**src/rtl/border_renderer.sv**
```systemverilog
// Registered playfield border renderer with off-screen masking and a
// frame-counted flash sequencer that blinks the border on request.
module border_renderer #(
    parameter int         BIT          = 10,
    parameter int         H_ACTIVE     = 640,
    parameter int         V_ACTIVE     = 480,
    parameter int         THICK_BITS   = 4,
    parameter logic [2:0] COLOR        = 3'b111,
    parameter logic [2:0] FLASH_COLOR  = 3'b100,
    parameter int         FLASH_FRAMES = 8,
    parameter int         FLASH_CYCLES = 4
) (
    input  logic           clk,
    input  logic           reset,
    input  logic [BIT-1:0] x_pos,
    input  logic [BIT-1:0] y_pos,
    input  logic           frame_start,
    input  logic           flash_req,
    output logic           border_active,
    output logic [2:0]     rgb,
    output logic           flash_busy
);

    localparam int SW = BIT - THICK_BITS;
    localparam int FW = (FLASH_FRAMES > 1) ? $clog2(FLASH_FRAMES) : 1;
    localparam int CW = (FLASH_CYCLES > 0) ? $clog2(FLASH_CYCLES + 1) : 1;

    localparam logic [BIT-1:0] H_LIM      = BIT'(H_ACTIVE);
    localparam logic [BIT-1:0] V_LIM      = BIT'(V_ACTIVE);
    localparam logic [SW-1:0]  XS_MAX     = SW'((H_ACTIVE - 1) >> THICK_BITS);
    localparam logic [SW-1:0]  YS_MAX     = SW'((V_ACTIVE - 1) >> THICK_BITS);
    localparam logic [FW-1:0]  FRAME_LAST = FW'(FLASH_FRAMES - 1);
    localparam logic [CW-1:0]  CYC_LAST   = CW'(FLASH_CYCLES - 1);

    typedef enum logic [1:0] {
        IDLE,
        FLASH_ON,
        FLASH_OFF
    } state_t;

    state_t        state;
    logic [FW-1:0] frame_cnt;
    logic [CW-1:0] cyc_cnt;

    logic          on;
    logic          hit;
    logic [SW-1:0] xs;
    logic [SW-1:0] ys;

    // Tile coordinates: the border is the outermost ring of 2^THICK_BITS tiles.
    assign xs  = x_pos[BIT-1:THICK_BITS];
    assign ys  = y_pos[BIT-1:THICK_BITS];
    assign on  = (x_pos < H_LIM) && (y_pos < V_LIM);
    assign hit = on && ((xs == '0) || (xs == XS_MAX) || (ys == '0) || (ys == YS_MAX));

    // Pixel outputs use the state as it stood before this edge; a flash
    // request always wins over a coincident frame_start.
    always_ff @(posedge clk or posedge reset) begin
        if (reset) begin
            state         <= IDLE;
            frame_cnt     <= '0;
            cyc_cnt       <= '0;
            border_active <= 1'b0;
            rgb           <= 3'b000;
            flash_busy    <= 1'b0;
        end else begin
            unique case (state)
                FLASH_ON: begin
                    border_active <= hit;
                    rgb           <= hit ? FLASH_COLOR : 3'b000;
                end
                FLASH_OFF: begin
                    border_active <= 1'b0;
                    rgb           <= 3'b000;
                end
                default: begin
                    border_active <= hit;
                    rgb           <= hit ? COLOR : 3'b000;
                end
            endcase

            if (flash_req) begin
                state      <= FLASH_ON;
                frame_cnt  <= '0;
                cyc_cnt    <= '0;
                flash_busy <= 1'b1;
            end else if (frame_start && (state != IDLE)) begin
                if (frame_cnt == FRAME_LAST) begin
                    frame_cnt <= '0;
                    if (state == FLASH_ON) begin
                        state <= FLASH_OFF;
                    end else if (cyc_cnt == CYC_LAST) begin
                        state      <= IDLE;
                        cyc_cnt    <= '0;
                        flash_busy <= 1'b0;
                    end else begin
                        state   <= FLASH_ON;
                        cyc_cnt <= cyc_cnt + 1'b1;
                    end
                end else begin
                    frame_cnt <= frame_cnt + 1'b1;
                end
            end
        end
    end

endmodule

```
**config.mk**
```make
export PLATFORM = sky130hd
export DESIGN_NAME = border_renderer
export DESIGN_NICKNAME = d
export VERILOG_FILES = /design/src/rtl/border_renderer.sv
export SDC_FILE = /design/constraint.sdc
export NUM_CORES = 1
export LEC_CHECK = 0
export ABC_AREA = 1
export CORE_MARGIN = 4
export CORE_UTILIZATION = 29
export DETAILED_ROUTE_END_ITERATION = 7
export PLACE_DENSITY_LB_ADDON = 0.1
export SYNTH_ARGS = -nofsm -noshare
export SYNTH_HDL_FRONTEND = slang
export SYNTH_SLANG_ARGS = --single-unit
```
**constraint.sdc**
```tcl
create_clock -name clk -period 2.8 [get_ports clk]
set_clock_uncertainty 0.1 [all_clocks]
set_input_delay 0.84 -clock clk [delete_from_list [all_inputs] [get_ports clk]]
set_output_delay 0.84 -clock clk [all_outputs]
set_load 0.1 [all_outputs]
```
==> flow_summary.json, run 1 <==
{
  "drive_gt1_frac": 0.140,
  "clock-root-buffer": "clkbuf_4",
  "rsz0062_at_grt": "no",
  "rows": 17,
  "r2r_cells": 10,
  "max_slew_margin": 0.701,
  "drtPass1Iterations": 3,
  "start_util": 0.312,
  "ant_nets": 0,
  "dpl.cell_count": 138,
  "synth_cell_types": 18,
  "syn_area_um2": 703,
  "synthTopCellsByCount": "nand2_1 (20), nor2_1 (15), inv_1 (14), dfrtp_1 (12), ha_1 (6)",
  "routed_wl_um": 1260,
  "cts.htree.levels": 1,
  "postCtsSetupBuffers": 0,
  "timing.critical_path.buf_inv": 3,
  "path_depth": 8,
  "synth_enable_flop_cells": 0,
  "ys_seq_area_frac": 0.427,
  "crit_top_cell": "inv_2",
  "setup_viol_count_final": 0,
  "drc": 0,
  "antenna-diode-count": 0,
  "track_usage": 0.0884,
  "cts-hold-fix-buffers": 0,
  "status": "finished clean",
  "grt_pass1_vias": 530,
  "syn_nets": 121,
  "crit_path_top_delay_cell": "clkdlybuf4s50_1",
  "cp_top_family": "buffers and inverters",
  "hold_viol_final": 0,
  "critical_path_class": "input port to flop",
  "ir_drop_v": 0.000424,
  "min_period_over_period": 0.706,
  "antenna_found_initial": 0,
  "holdPathStages": 2,
  "fill_cells": 253,
  "async_flop_share": 1.00,
  "rr_endpoint": "cyc_cnt[0]$_DFFE_PP0P_",
  "die_w_um": 57.2,
  "postLayoutCoreUtil": 0.423,
  "die_area_mm2": 0.00328,
  "dr_total_vias": 588,
  "drt_iter0_markers": 11,
  "timing.fmax_mhz": 506,
  "cts_buffer_depth": 2,
  "ys_ff_latch": 12,
  "grt_overflow": 0,
  "whs_ps": 395,
  "cts_tree": "built",
  "fp.coreArea_mm2": 0.00225,
  "r2r_slack_ps": 1300,
  "synthCells": 91,
  "finalMaxSlewViolations": 0,
  "max_cap_viol_count": 0,
  "yosysWarnings": 0,
  "wire_per_inst_um": 8.87,
  "avgSynthCellArea_um2": 7.73,
  "io_pins": 29,
  "ys.flop_type": "dfrtp_1",
  "worstPathRequired_ps": 2860,
  "die_y_um": 57.2,
  "grt_max_degree": 13,
  "nNetsFinal": 145,
  "power.leakage_nw": 0.508,
  "clock_latency_ps": 280,
  "setup_tns_ps": 0,
  "finalCriticalPeriod_ps": 1980,
  "yosys-top-cells-area": "dfrtp_1 (43%), ha_1 (11%), nand2_1 (11%)",
  "cp_slowest_stage_delay_ps": 600,
  "hold_end": "cyc_cnt[1]$_DFFE_PP0P_",
  "hpwl_um": 1070,
  "port_buffers": 20,
  "synth.most_common_cell": "nand2_1",
  "worstHoldStart": "cyc_cnt[1]$_DFFE_PP0P_",
  "tightestPinTransition_ps": 447,
  "power.density_mw_per_mm2": 519,
  "hold_path.class": "flop to flop",
  "cts_buffers": 3,
  "end_kind": "flop",
  "crit_fanout": 7,
  "viasPerCell": 4.14,
  "area_growth_pct": 35.8,
  "synth_top_area_share": 0.427,
  "r2r_start": "frame_cnt[0]$_DFFE_PP0P_",
  "cp_data_arrival_time_ps": 2040,
  "ctsResizeCount": 0,
  "crit_path_cell_trace": "clkdlybuf4s50_1, inv_2, nand2_2, inv_2, nor2_4, nand2_4, o21ai_1, nand2_1",
  "cp-start-kind": "input port",
  "place_congestion": 0.695,
  "synth_largest_area_cell": "dfrtp_1",
  "layout.cells.non_filler": 142,
  "clk_pin_slew_ps": 70,
  "clock-sinks": 12,
  "grt_pass1_wl_um": 2190
}
registers in the layout, summed over array words and instances (netlist names):
signal	cells
border_active	1
cyc_cnt	3
flash_busy	1
frame_cnt	3
rgb	2
state	2
per-layer routing:
| layer | part of all wire | GRT usage | wire (um) | up-vias |
|---|---|---|---|---|
| met5 | 0 | 0 | 0 | - |
| met4 | 0.015 | 0.0397 | 19 | 0 |
| met3 | 0.058 | 0.0407 | 73 | 4 |
| met2 | 0.45 | 0.142 | 567 | 10 |
| met1 | 0.48 | 0.100 | 599 | 248 |
| li1 | - | - | - | 326 |
cells in the final DEF, fill, tap and decap left out:
cell type,n
a21oi_1,4
a31oi_1,1
buf_4,5
clkbuf_4,3
clkbuf_8,1
clkdlybuf4s50_1,15
clkinv_2,1
dfrtp_1,12
ha_1,6
inv_1,14
inv_2,2
nand2_1,20
nand2_2,1
nand2_4,1
nand3_1,5
nor2_1,15
nor2_4,1
o21a_1,2
o21ai_0,3
o21ai_1,1
o21ai_2,1
layout make-up:
class | instances | area (um2) | share of cell area
Inverter | 17 | 65.1 | 0.0682
Tap cell | 28 | 35.0 | 0.0367
Multi-Input combinational cell | 61 | 330 | 0.346
Sequential cell | 12 | 300 | 0.315
Clock buffer | 4 | 36.3 | 0.0380
Timing Repair Buffer | 20 | 188 | 0.197
metrics by stage:
stage	worst slack, ps	area (um2)	power, mW
6_report	822	955	0.495
5_1_grt	710	955	0.533
4_1_cts	813	955	0.505
3_5_place_dp	518	918	0.363
3_3_place_gp	538	918	0.362
2_1_floorplan	536	703	0.317
worst max path at each step:
stage,startpoint,endpoint,slack (ps)
final,flash_req,flash_busy$_DFFE_PP0P_,820
after global routing,flash_req,flash_busy$_DFFE_PP0P_,710
after CTS,flash_req,flash_busy$_DFFE_PP0P_,810
after detailed placement,flash_req,flash_busy$_DFFE_PP0P_,520
after global placement,flash_req,state[0]$_DFFE_PP0P_,540
after floorplan,rgb[1]$_DFF_PP0_,rgb[1],540
where the power goes:
part           switching, mW  internal [mW]  total [mW]
combinational         0.0816         0.0586       0.140
clock                 0.0579         0.0791       0.137
sequential            0.0184          0.199       0.218
total                  0.158          0.337       0.495
worst register-to-register path, cell delays in order (launching register included):
cell and delay, ps:
dfrtp_1 410, ha_1 210, ha_1 170, inv_1 60
nand2_2 60, inv_2 80, nor2_4 40, nand2_4 90
clkinv_2 70, nand2_1 70, o21ai_2 50
cell families after synthesis:
group / share of synthesized area
simple gates: 0.263
buf+inv: 0.103
compound gates: 0.0996
flops: 0.427
fa+ha+maj: 0.107
(Power assumes the default switching activity.)
==> run 2: changes to the inputs <==
==> constraint.sdc (replaced) <==
create_clock -name clk -period 1.75 [get_ports clk]
set_clock_uncertainty 0.1 [all_clocks]
set_input_delay 0.525 -clock clk [delete_from_list [all_inputs] [get_ports clk]]
set_output_delay 0.525 -clock clk [all_outputs]
set_load 0.1 [all_outputs]
==> run 2 against run 1 <==
  * Worst hold slack worse by 12 ps
  * Total power up 58%
  * Register-to-register slack worse by 1100 ps
  * Sequential share of layout area down 3.2 points
  * Cell count up 5.6%
  * Die area unchanged
  * Worst setup slack worse by 640 ps
  * Combinational power up 83%
  * Sequential power up 61%
  * Core utilization up 5.0 points
  * Global-route usage up 0.65 points
  * Critical endpoint is now state[0]$_DFFE_PP0P_
==> flow_summary.json, run 2 (synthesized netlist as in run 1, its figures left out) <==
{
  "status": "finished clean",
  "drtPass1Iterations": 2,
  "max_slew_margin": 0.699,
  "holdPathStages": 1,
  "hold_path.class": "flop to flop",
  "ir_drop_v": 0.000530,
  "cp-start-kind": "input port",
  "grt_pass1_wl_um": 2460,
  "crit_fanout": 4,
  "antenna-diode-count": 0,
  "critical_path_class": "input port to flop",
  "cts.htree.levels": 1,
  "cts-hold-fix-buffers": 0,
  "drt_iter0_markers": 4,
  "clock-sinks": 12,
  "finalInstanceArea_mm2": 0.00107,
  "cts_buffer_depth": 2,
  "area_growth_pct": 52.0,
  "port_buffers": 20,
  "postCtsSetupBuffers": 0,
  "place_congestion": 0.705,
  "r2r_start": "frame_cnt[0]$_DFFE_PP0P_",
  "whs_ps": 383,
  "worstHoldStart": "frame_cnt[0]$_DFFE_PP0P_",
  "hpwl_um": 1170,
  "r2r_slack_ps": 230,
  "r2r_cells": 10,
  "final_common_cell": "nand2_1",
  "finalMaxSlewViolations": 0,
  "dr_total_vias": 624,
  "postPlaceCellArea_mm2": 0.00104,
  "die_area_mm2": 0.00328,
  "nNetsFinal": 153,
  "rows": 17,
  "final_cell_mix": "nand2_1 (20), nor2_1 (15), clkdlybuf4s50_1 (15)",
  "hold_end": "frame_cnt[0]$_DFFE_PP0P_",
  "tightestPinTransition_ps": 451,
  "cp_data_arrival_time_ps": 1620,
  "setup_tns_ps": 0,
  "grt_pass1_vias": 644,
  "routed_wl_um": 1350,
  "reg_top3": "cyc_cnt (3), frame_cnt (3)",
  "clock_latency_ps": 270,
  "postLayoutCoreUtil": 0.474,
  "die_w_um": 57.2,
  "ctsResizeCount": 0,
  "wire_per_inst_um": 9.03,
  "viasPerCell": 4.16,
  "drc": 0,
  "setup_viol_count_final": 0,
  "end_kind": "flop",
  "fill_cells": 237,
  "worstPathRequired_ps": 1800,
  "fp.coreArea_mm2": 0.00225,
  "antenna_found_initial": 0,
  "power.density_mw_per_mm2": 733,
  "clk_pin_slew_ps": 70,
  "grt_overflow": 0,
  "max_cap_viol_count": 0,
  "grt_max_degree": 13,
  "rr_endpoint": "cyc_cnt[0]$_DFFE_PP0P_",
  "track_usage": 0.0949,
  "hold_viol_final": 0,
  "ant_nets": 0,
  "io_pins": 29,
  "die_y_um": 57.2,
  "cts_tree": "built",
  "timing.fmax_mhz": 637,
  "finalCriticalPeriod_ps": 1570,
  "drive_gt1_frac": 0.197,
  "clock-root-buffer": "clkbuf_4",
  "rsz0062_at_grt": "no",
  "cts_buffers": 3,
  "power.leakage_nw": 0.556,
  "start_util": 0.312,
  "min_period_over_period": 0.897
}
==> run 2: cell types whose count changed in the layout (fill, tap and decap cells not counted) <==
cell / previous run / this run
clkbuf_1: 0 / 1
clkbuf_8: 1 / 0
buf_12: 0 / 5
buf_4: 5 / 8
dfrtp_2: 0 / 1
dfrtp_1: 12 / 11
==> run 2: stage by stage <==
stage,power (mW),setup WS [ps],cells
final,0.783,181,150
after global routing,0.848,56.4,150
after CTS,0.801,193,150
after detailed placement,0.617,-110,146
after global placement,0.608,-120,146
after floorplan,0.507,88.2,91
==> run 2: worst max-delay path, cell delays in order <==
cell	delay (ps)
clkdlybuf4s50_1	560
inv_2	80
nand2_1	160
nand2_1	100
a21oi_1	120
o21ai_0	80
==> run 2: final cells by class <==
type	count	area (um2)	area share
multi-input combinational	61	330	0.309
timing repair buffer	28	310	0.290
sequential	12	302	0.282
inverter	17	65.1	0.0609
tap	28	35.0	0.0328
clock buffer	4	26.3	0.0246
==> run 2: report_power, final <==
group          internal [mW]  switching (mW)  total, mW  leakage [nW]
Clock                 0.0883          0.0883      0.177        0.0150
Combinational          0.120           0.135      0.256         0.391
Sequential             0.319          0.0317      0.351         0.151
==> run 2: worst max-delay path by stage <==
stage	start	endpoint	cells after the start
final	flash_req	state[0]$_DFFE_PP0P_	6
after global routing	state[0]$_DFFE_PP0P_	state[0]$_DFFE_PP0P_	8
after CTS	flash_req	state[0]$_DFFE_PP0P_	6
after detailed placement	flash_req	state[0]$_DFFE_PP0P_	6
after global placement	flash_req	state[0]$_DFFE_PP0P_	6
after floorplan	rgb[1]$_DFF_PP0_	rgb[1]	1
==> run 2: per-layer routing <==
metal  share of wire  up-vias  GRT usage
met5               0        -          0
met4               0        0     0.0298
met3           0.051        0     0.0407
met2            0.49       11      0.171
met1            0.46      269     0.0987
li1                -      344          -
